File: src/rtl/control_sequencer.sv
// control_sequencer: Moore control unit for the single-bus CPU datapath.
// Define CTRL_ILLEGAL_TRAP_EN to trap opcodes 11011-11111 into HALT.
module control_sequencer #(
  parameter logic [4:0] ALU_ADD  = 5'b00011,
  parameter int         LINK_REG = 15
) (
  input  logic        clk,
  input  logic        clr,
  input  logic [4:0]  opcode,
  input  logic        con_ff,
  input  logic        stop,
  output logic        run,
  output logic        illegal_op,
  output logic [4:0]  alu_op,
  output logic        PCout,
  output logic        ZLowout,
  output logic        ZHighout,
  output logic        MDRout,
  output logic        HIout,
  output logic        LOout,
  output logic        InPortout,
  output logic        Cout,
  output logic        BAout,
  output logic        Rout,
  output logic        Gra,
  output logic        Grb,
  output logic        Grc,
  output logic        R_enable,
  output logic [15:0] enableR,
  output logic        enableMAR,
  output logic        enableMDR,
  output logic        enableIR,
  output logic        enableY,
  output logic        enableZ,
  output logic        enablePC,
  output logic        enableHI,
  output logic        enableLO,
  output logic        enableCON,
  output logic        enableOutPort,
  output logic        IncPC,
  output logic        RAM_write,
  output logic [2:0]  MDR_read
);

  typedef enum logic [3:0] {
    S_RESET, S_T0, S_T1, S_T2, S_T3,
    S_T4, S_T5, S_T6, S_T7, S_HALT
  } state_t;

  typedef enum logic [4:0] {
    C_RALU, C_IALU, C_MD, C_UN, C_LD,
    C_LDI, C_ST, C_BR, C_JR, C_JAL,
    C_IN, C_OUT, C_MFHI, C_MFLO,
    C_NOP, C_HALT, C_ILL
  } cls_t;

  state_t state;
  state_t last;
  cls_t   cls;
  logic   stop_pending;

  always_comb begin
    cls = C_NOP;
    case (opcode)
      5'b00000: cls = C_LD;
      5'b00001: cls = C_LDI;
      5'b00010: cls = C_ST;
      5'b00011, 5'b00100, 5'b00101, 5'b00110,
      5'b00111, 5'b01000, 5'b01001, 5'b01010:
        cls = C_RALU;
      5'b01011, 5'b01100, 5'b01101: cls = C_IALU;
      5'b01110, 5'b01111: cls = C_MD;
      5'b10000, 5'b10001: cls = C_UN;
      5'b10010: cls = C_BR;
      5'b10011: cls = C_JR;
      5'b10100: cls = C_JAL;
      5'b10101: cls = C_IN;
      5'b10110: cls = C_OUT;
      5'b10111: cls = C_MFHI;
      5'b11000: cls = C_MFLO;
      5'b11001: cls = C_NOP;
      5'b11010: cls = C_HALT;
`ifdef CTRL_ILLEGAL_TRAP_EN
      default:  cls = C_ILL;
`else
      default:  cls = C_NOP;
`endif
    endcase
  end

  // Final execute step of each instruction class
  always_comb begin
    last = S_T2;
    case (cls)
      C_RALU, C_IALU, C_LDI: last = S_T5;
      C_MD, C_BR:            last = S_T6;
      C_LD, C_ST:            last = S_T7;
      C_UN, C_JAL:           last = S_T4;
      C_JR, C_IN, C_OUT,
      C_MFHI, C_MFLO:        last = S_T3;
      default:               last = S_T2;
    endcase
  end

`ifdef CTRL_ILLEGAL_TRAP_EN
  logic illegal_q;
  assign illegal_op = illegal_q;
`else
  assign illegal_op = 1'b0;
`endif

  always_ff @(posedge clk) begin
    if (!clr) begin
      state        <= S_RESET;
      stop_pending <= 1'b0;
`ifdef CTRL_ILLEGAL_TRAP_EN
      illegal_q    <= 1'b0;
`endif
    end else begin
      if (run && stop) stop_pending <= 1'b1;
      case (state)
        S_RESET: state <= S_T0;
        S_HALT:  state <= S_HALT;
        default: begin
          if (state == S_T2 && cls == C_HALT)
            state <= S_HALT;
`ifdef CTRL_ILLEGAL_TRAP_EN
          else if (state == S_T2 && cls == C_ILL) begin
            state     <= S_HALT;
            illegal_q <= 1'b1;
          end
`endif
          else if (state == last)
            state <= (stop_pending || stop) ? S_HALT : S_T0;
          else
            state <= state_t'(state + 4'd1);
        end
      endcase
    end
  end

  always_comb begin
    run           = (state != S_RESET) && (state != S_HALT);
    alu_op        = 5'b0;
    PCout         = 1'b0;
    ZLowout       = 1'b0;
    ZHighout      = 1'b0;
    MDRout        = 1'b0;
    HIout         = 1'b0;
    LOout         = 1'b0;
    InPortout     = 1'b0;
    Cout          = 1'b0;
    BAout         = 1'b0;
    Rout          = 1'b0;
    Gra           = 1'b0;
    Grb           = 1'b0;
    Grc           = 1'b0;
    R_enable      = 1'b0;
    enableR       = 16'b0;
    enableMAR     = 1'b0;
    enableMDR     = 1'b0;
    enableIR      = 1'b0;
    enableY       = 1'b0;
    enableZ       = 1'b0;
    enablePC      = 1'b0;
    enableHI      = 1'b0;
    enableLO      = 1'b0;
    enableCON     = 1'b0;
    enableOutPort = 1'b0;
    IncPC         = 1'b0;
    RAM_write     = 1'b0;
    MDR_read      = 3'd0;
    case (state)
      S_T0: begin
        PCout = 1'b1; enableMAR = 1'b1;
        IncPC = 1'b1; enableZ = 1'b1;
      end
      S_T1: begin
        enableMDR = 1'b1; MDR_read = 3'd1;
        ZLowout = 1'b1; enablePC = 1'b1;
      end
      S_T2: begin
        MDRout = 1'b1; enableIR = 1'b1;
      end
      S_T3: begin
        case (cls)
          C_RALU, C_IALU: begin
            Grb = 1'b1; Rout = 1'b1; enableY = 1'b1;
          end
          C_MD: begin
            Gra = 1'b1; Rout = 1'b1; enableY = 1'b1;
          end
          C_UN: begin
            Grb = 1'b1; Rout = 1'b1;
            enableZ = 1'b1; alu_op = opcode;
          end
          C_LD, C_LDI, C_ST: begin
            Grb = 1'b1; BAout = 1'b1; enableY = 1'b1;
          end
          C_BR: begin
            Gra = 1'b1; Rout = 1'b1; enableCON = 1'b1;
          end
          C_JR: begin
            Gra = 1'b1; Rout = 1'b1; enablePC = 1'b1;
          end
          C_JAL: begin
            PCout = 1'b1; enableR[LINK_REG] = 1'b1;
          end
          C_IN: begin
            InPortout = 1'b1; Gra = 1'b1; R_enable = 1'b1;
          end
          C_OUT: begin
            Gra = 1'b1; Rout = 1'b1; enableOutPort = 1'b1;
          end
          C_MFHI: begin
            HIout = 1'b1; Gra = 1'b1; R_enable = 1'b1;
          end
          C_MFLO: begin
            LOout = 1'b1; Gra = 1'b1; R_enable = 1'b1;
          end
          default: ;
        endcase
      end
      S_T4: begin
        case (cls)
          C_RALU: begin
            Grc = 1'b1; Rout = 1'b1;
            enableZ = 1'b1; alu_op = opcode;
          end
          C_IALU: begin
            Cout = 1'b1; enableZ = 1'b1; alu_op = opcode;
          end
          C_MD: begin
            Grb = 1'b1; Rout = 1'b1;
            enableZ = 1'b1; alu_op = opcode;
          end
          C_UN: begin
            ZLowout = 1'b1; Gra = 1'b1; R_enable = 1'b1;
          end
          C_LD, C_LDI, C_ST: begin
            Cout = 1'b1; enableZ = 1'b1; alu_op = ALU_ADD;
          end
          C_BR: begin
            PCout = 1'b1; enableY = 1'b1;
          end
          C_JAL: begin
            Gra = 1'b1; Rout = 1'b1; enablePC = 1'b1;
          end
          default: ;
        endcase
      end
      S_T5: begin
        case (cls)
          C_RALU, C_IALU, C_LDI: begin
            ZLowout = 1'b1; Gra = 1'b1; R_enable = 1'b1;
          end
          C_MD: begin
            ZLowout = 1'b1; enableLO = 1'b1;
          end
          C_LD, C_ST: begin
            ZLowout = 1'b1; enableMAR = 1'b1;
          end
          C_BR: begin
            Cout = 1'b1; enableZ = 1'b1; alu_op = ALU_ADD;
          end
          default: ;
        endcase
      end
      S_T6: begin
        case (cls)
          C_MD: begin
            ZHighout = 1'b1; enableHI = 1'b1;
          end
          C_LD: begin
            enableMDR = 1'b1; MDR_read = 3'd1;
          end
          C_ST: begin
            Gra = 1'b1; Rout = 1'b1; enableMDR = 1'b1;
          end
          C_BR: begin
            ZLowout  = con_ff;
            enablePC = con_ff;
          end
          default: ;
        endcase
      end
      S_T7: begin
        case (cls)
          C_LD: begin
            MDRout = 1'b1; Gra = 1'b1; R_enable = 1'b1;
          end
          C_ST: RAM_write = 1'b1;
          default: ;
        endcase
      end
      default: ;
    endcase
  end

endmodule

File: config.mk
export PLATFORM = sky130hd
export DESIGN_NAME = control_sequencer
export DESIGN_NICKNAME = d
export VERILOG_FILES = /design/src/rtl/control_sequencer.sv
export SDC_FILE = /design/constraint.sdc
export NUM_CORES = 1
export LEC_CHECK = 0
export ABC_CLOCK_PERIOD_IN_PS = 4310
export CELL_PAD_IN_SITES_DETAIL_PLACEMENT = 0
export CELL_PAD_IN_SITES_GLOBAL_PLACEMENT = 1
export CORE_UTILIZATION = 32
export DETAILED_ROUTE_END_ITERATION = 10
export GPL_ROUTABILITY_DRIVEN = 0
export PLACE_DENSITY_LB_ADDON = 0.1
export SLEW_MARGIN = 10
export SYNTH_ARGS = -nofsm -noshare
export SYNTH_HDL_FRONTEND = slang
export SYNTH_SLANG_ARGS = --single-unit
File: constraint.sdc
create_clock -name clk -period 4.31 [get_ports clk]
set_input_delay 0.6465 -clock clk [delete_from_list [all_inputs] [get_ports clk]]
set_output_delay 0.6465 -clock clk [all_outputs]
set_load 0.05 [all_outputs]
==> out/metrics.yaml, run 1 <==
critical_path.max_fanout: 12
post_cts_buffers: 0
busiest_layer: "met2"
drive_gt1_frac: 0.217
end_kind: "primary output"
ant_nets: 0
netlist_area_sq_um: 1450
synth_ff_type: "dfxtp_1"
antenna_cells: 0
cts_hold_buf: 0
die_width_um: 69.3
first_global_vias: 1500
core_sq_um: 4350
max_freq_mhz: 243
design_area_sq_um: 2100
status: "completed"
place_area_sq_um: 2050
routed-via-count: 1613
drt_iter0_markers: 109
fin_nets: 273
setup_ws_ns: 0.192
grt.total_usage: 0.184
drtPass1Iterations: 4
rows: 24
synthCells: 211
ys_ff_latch: 5
synth_fa_ha_area_frac: 0.0776
p_leak_nw: 0.869
setup_viol: 0
cts_buffers: 3
yosys_warnings: 0
clkTransAtPathRegs_ns: 0.03
crit_path_start_kind: "primary input"
dieArea_sq_um: 4810
grt_pass1_wl_um: 7360
synthMuxAreaShare: 0.0448
rsz0062_at_grt: "no"
syn_area_per_cell_sq_um: 6.88
yosysUniqueCellTypes: 55
globalRouteMet1Util: 0.249
max-vdd-ir-drop_mv: 0.206
grt_max_degree: 17
skew_ns: 0.00137
finalHoldViolCount: 0
synth-compound-area-share: 0.290
clock_latency_ns: 0.22
grt_use_met3: 0.0160
critPathKind: "in -> out"
wl_um: 4340
pre_cts_slack_ns: 0.214
synth_top_family_by_area: "simple AND/OR/NAND/NOR gates"
vias_per_cell: 5.27
antenna_found_initial: 0
grt_use_met2: 0.317
postSynth.asyncResetShare: 0
p_per_area_nw_per_um2: 203
area_growth_pct: 44.4
ctsRootBufferMaster: "clkbuf_8"
hold_class: "reg -> reg"
critical_path_required_ns: 3.66
fin_crit_sh: 0.955
arrival_ns: 3.47
ios: 61
max_slew.worst_pin.slew_ns: 0.538
yosys.area_share.simple: 0.323
dp_cells: 302
slew_headroom: 0.640
final_cells: 306
whs_ns: 0.483
initial_utilization: 0.333
drv_cap: 0
synth_edf_count: 0
fin_setup_tns_ns: 0
slew_viol_final: 0
wire_per_inst_um: 14.2
place_hpwl_um: 3550
grt_overflow: 0
dieHeight_um: 69.3
remaining_drc_errors: 0
synth-xor-area-share: 0.0302
cts_buffer_depth: 2
cts_sinks: 5
min_period_ns: 4.12
tritoncts: "built"
post_cts_resized: 0
ctsHtreeMaxLevel: 1
io_buffer_count: 42
yosysSeqAreaShare: 0.0690
-- per-layer routing --
metal	vias up	wire [um]
met5	-	0
met1	750	2030
met2	56	2120
li1	803	-
met4	0	25
met3	4	168
-- cells in the mapped netlist, types with 4 or more instances --
cell type / number / area, sq um
a31oi_1: 4 / 25.0
mux2i_1: 5 / 50.1
nand2_1: 17 / 63.8
dfxtp_1: 5 / 100
nor3_1: 14 / 70.1
nor2b_1: 4 / 25.0
and2_1: 5 / 31.3
or2_2: 5 / 31.3
buf_4: 20 / 150
nand2b_1: 4 / 25.0
nor2_1: 18 / 67.6
inv_1: 9 / 33.8
nand3_1: 8 / 40.0
a21oi_1: 11 / 55.1
xnor2_1: 4 / 35.0
o21ai_0: 9 / 45.0
buf_2: 6 / 30.0
ha_1: 9 / 113
-- critical path, stage by stage --
cell,delay [ns]
clkdlybuf4s50_1,0.54
ha_1,0.39
nor3_1,0.43
mux2_4,0.42
or2_2,0.32
nor2_1,0.09
nor3_1,0.05
a31oi_1,0.24
a211o_1,0.20
buf_12,0.14
-- per-stage QoR --
stage	power, mW	util
floorplan	0.263	-
detailed placement	0.341	0.471
CTS	0.427	0.481
finish	0.425	0.481
global placement	0.343	0.471
global route	0.450	0.481
-- path summary, 6_finish.rpt --
path              depth (start not counted)  slack [ns]          from           end
setup / recovery                         10        0.19     opcode[0]           Gra
hold / removal                            2        0.48  stop_pending  stop_pending
setup reg to reg                          5        2.42      state[2]      state[3]
hold reg to reg                           2        0.48  stop_pending  stop_pending
-- state kept, by name, summed over array words and instances, names as in the netlist --
| name | flops |
|---|---|
| state | 4 |
| stop_pending | 1 |
-- power breakdown --
part / total (mW) / leakage, nW / internal (mW) / switching [mW]
logic: 0.285 / 0.805 / 0.0991 / 0.186
registers: 0.0556 / 0.0410 / 0.0507 / 0.00498
clock network: 0.0842 / 0.0228 / 0.0633 / 0.0209
-- area by class of cell --
cell class              count  area (sq um)
inverters                   9          33.8
flip-flops and latches      5           100
fillers                   439          2260
multi-input cells         184          1180
clock buffers               4          45.0
repair buffers             52           673
well taps                  52          65.1
-- logic make-up after synthesis --
family                     count (synthesis)
AOI/OAI and AO/OA                         57
and+or+nand+nor                           89
DFF                                        5
adders and majority gates                  9
buffers and inverters                     39
xor gates and xnor gates                   5
other                                      1
muxes                                      6
-- layout by cell type, fill, tap and decap left out, types with 3 or more instances in the layout --
cell	n
a21oi_1	11
a31oi_1	4
and2_1	5
buf_12	20
buf_4	19
clkbuf_8	3
clkdlybuf4s50_1	13
conb_1	18
dfxtp_1	5
ha_1	9
inv_1	9
mux2i_1	5
nand2_1	17
nand2b_1	4
nand3_1	8
nor2_1	18
nor2b_1	4
nor3_1	14
o21a_1	3
o21ai_0	9
o22ai_1	3
or2_2	5
xnor2_1	4
No activity file was read; power rests on OpenSTA's default activity.
==> run 2: changes to the inputs <==
CAP_MARGIN = 5   (was unset)
SKIP_LAST_GASP = 1   (was unset)
==> results of run 2 <==
The final DEF is identical to that of run 1; final timing and power are the same.
==> edit, RTL diff (flow settings as in run 2) <==
Register the inputs `clr`, `opcode`, `con_ff` and `stop` before use, without a reset. The logic sees them one clock later.
--- a/src/rtl/control_sequencer.sv
+++ b/src/rtl/control_sequencer.sv
@@ -55,4 +55,16 @@
   } cls_t;
 
+  logic clr_q;
+  logic [4:0] opcode_q;
+  logic con_ff_q;
+  logic stop_q;
+
+  always_ff @(posedge clk) begin
+    clr_q    <= clr;
+    opcode_q <= opcode;
+    con_ff_q <= con_ff;
+    stop_q   <= stop;
+  end
+
   state_t state;
   state_t last;
@@ -62,5 +74,5 @@
   always_comb begin
     cls = C_NOP;
-    case (opcode)
+    case (opcode_q)
       5'b00000: cls = C_LD;
       5'b00001: cls = C_LDI;
@@ -111,5 +123,5 @@
 
   always_ff @(posedge clk) begin
-    if (!clr) begin
+    if (!clr_q) begin
       state        <= S_RESET;
       stop_pending <= 1'b0;
@@ -118,5 +130,5 @@
 `endif
     end else begin
-      if (run && stop) stop_pending <= 1'b1;
+      if (run && stop_q) stop_pending <= 1'b1;
       case (state)
         S_RESET: state <= S_T0;
@@ -132,5 +144,5 @@
 `endif
           else if (state == last)
-            state <= (stop_pending || stop) ? S_HALT : S_T0;
+            state <= (stop_pending || stop_q) ? S_HALT : S_T0;
           else
             state <= state_t'(state + 4'd1);
@@ -193,5 +205,5 @@
           C_UN: begin
             Grb = 1'b1; Rout = 1'b1;
-            enableZ = 1'b1; alu_op = opcode;
+            enableZ = 1'b1; alu_op = opcode_q;
           end
           C_LD, C_LDI, C_ST: begin
@@ -226,12 +238,12 @@
           C_RALU: begin
             Grc = 1'b1; Rout = 1'b1;
-            enableZ = 1'b1; alu_op = opcode;
+            enableZ = 1'b1; alu_op = opcode_q;
           end
           C_IALU: begin
-            Cout = 1'b1; enableZ = 1'b1; alu_op = opcode;
+            Cout = 1'b1; enableZ = 1'b1; alu_op = opcode_q;
           end
           C_MD: begin
             Grb = 1'b1; Rout = 1'b1;
-            enableZ = 1'b1; alu_op = opcode;
+            enableZ = 1'b1; alu_op = opcode_q;
           end
           C_UN: begin
@@ -279,6 +291,6 @@
           end
           C_BR: begin
-            ZLowout  = con_ff;
-            enablePC = con_ff;
+            ZLowout  = con_ff_q;
+            enablePC = con_ff_q;
           end
           default: ;
Behaviour: not the same (Yosys sat finds a counterexample within 4 cycles, from zero or initial values).
==> edit against run 2 <==
Die area is 11% higher. Via count did not move. Synthesized area increased by 12%. Total power increased by 21%. Final cell count is 5.6% higher. Sequential cell count up 12. Count of clock-buffer cells in the layout unchanged. Largest cell class unchanged. Wire length increased by 0.23%. Core utilization decreased by 5.6 points. Setup slack better by 0.51 ns. Cell area is 2.9% lower.
==> edit: results (changes against run 2) <==
synth cell count leaders - nor2_1 (21), a21oi_1 (20), buf_4 (20)
first-pass GRT wire length - 6.99 mm (-5.0%)
WP data arrival - 2.96 ns (-0.51 ns)
synth top area cells - dfxtp_1 (21%), buf_4 (9.3%), ha_1 (6.9%)
worst skew pair latency - 0.24 ns (+0.02 ns)
Avg WL per Cell - 13.5 µm (-5.0%)
post-cts sizing count - 0 (unchanged)
post-placement cell count - 319 (+5.6%)
Leakage - 0.764 nW (-12%)
HPWL Detailed - 3.27 mm (-8.0%)
Cells after Synth - 226 (+7.1%)
sequential-to-total area share from yosys stat - 21.0% (+14 points)
Via density - 4.99 (-5.3%)
max FFs per register - 5 (+1)
Netlist cell types - 48 (-13%)
FILL cells - 517 (+18%)
status - complete, no violations
First DRT Iteration DRCs - 105 (-3.7%)
Max stage delay on crit path - 0.83 ns (+0.29 ns)
Pre-antenna DRT Iters - 5 (+1)
Top delay family on crit path - buffers and inverters
pre-CTS WS - 0.985 ns (+0.772 ns)
cts hold-fix bufs - 0 (unchanged)
final net count - 275 (+0.73%)
vias in the first global route - 1388 (-7.5%)
layout cell share with drive strength beyond 1 - 4.30% (-17 points)
crit path max fanout - 17 (+5)
Worst-Margin Slew - 0.759 ns (+0.221 ns)
Reg clk slew, reported paths - 0.06 ns (+0.03 ns)
Most flops, register - opcode_q
top-area cell type share of the netlist area - 21.0% (+11 points)
Max rail drop VDD - 0.000154 V (-25%)
edit: area by class of cell:
type / count / share of cell area (%)
Tap cell: 67 / 4.12
Clock buffer: 4 / 2.21
Multi-Input combinational cell: 181 / 53.9
Sequential cell: 17 / 16.7
Timing Repair Buffer: 43 / 21.0
Inverter: 11 / 2.03
edit: final timing paths:
kind                            startpoint  cells after the start  slack [ns]        to
worst max register to register      cls[3]                      5        1.78  state[3]
worst min register to register       clr_q                      1        0.45  state[0]
worst max-delay path              state[2]                      6        0.70       Gra
worst min-delay path                 clr_q                      1        0.45  state[0]
edit: power breakdown:
group          leakage, nW  switching (mW)  internal, mW
Clock               0.0228          0.0468        0.0654
Sequential           0.142          0.0223         0.168
Combinational        0.599           0.146        0.0645
Total                0.764           0.215         0.298
edit: metrics by stage:
stage | total power, mW | utilization, % | cell area (µm²)
3_3_place_gp | 0.403 | 41.6 | 1990
4_1_cts | 0.518 | 42.5 | 2030
6_report | 0.513 | 42.5 | 2030
5_1_grt | 0.546 | 42.5 | 2030
3_5_place_dp | 0.402 | 41.6 | 1990
2_1_floorplan | 0.360 | - | 1680
edit: metal layers:
metal | vias up | track usage [%] | wire [µm]
met2 | 50 | 27.4 | 1990
met1 | 737 | 23.5 | 2140
met3 | 4 | 1.24 | 177
met4 | 0 | 5.23 | 44
li1 | 822 | - | -
met5 | - | 0 | 0
edit: cell families (layout without fill, tap and decap cells):
logic type / count (synthesis) / in the layout / share of synthesized area (%)
other: 1 / 18 / 0.231
flip-flops: 17 / 17 / 21.0
multiplexers: 1 / 1 / 0.695
adder cells (fa/ha/maj): 9 / 9 / 6.95
AO/OA/AOI/OAI: 58 / 58 / 23.9
XOR/XNOR: 4 / 4 / 2.16
buffers and inverters: 45 / 58 / 15.3
AND/OR/NAND/NOR: 91 / 91 / 29.7
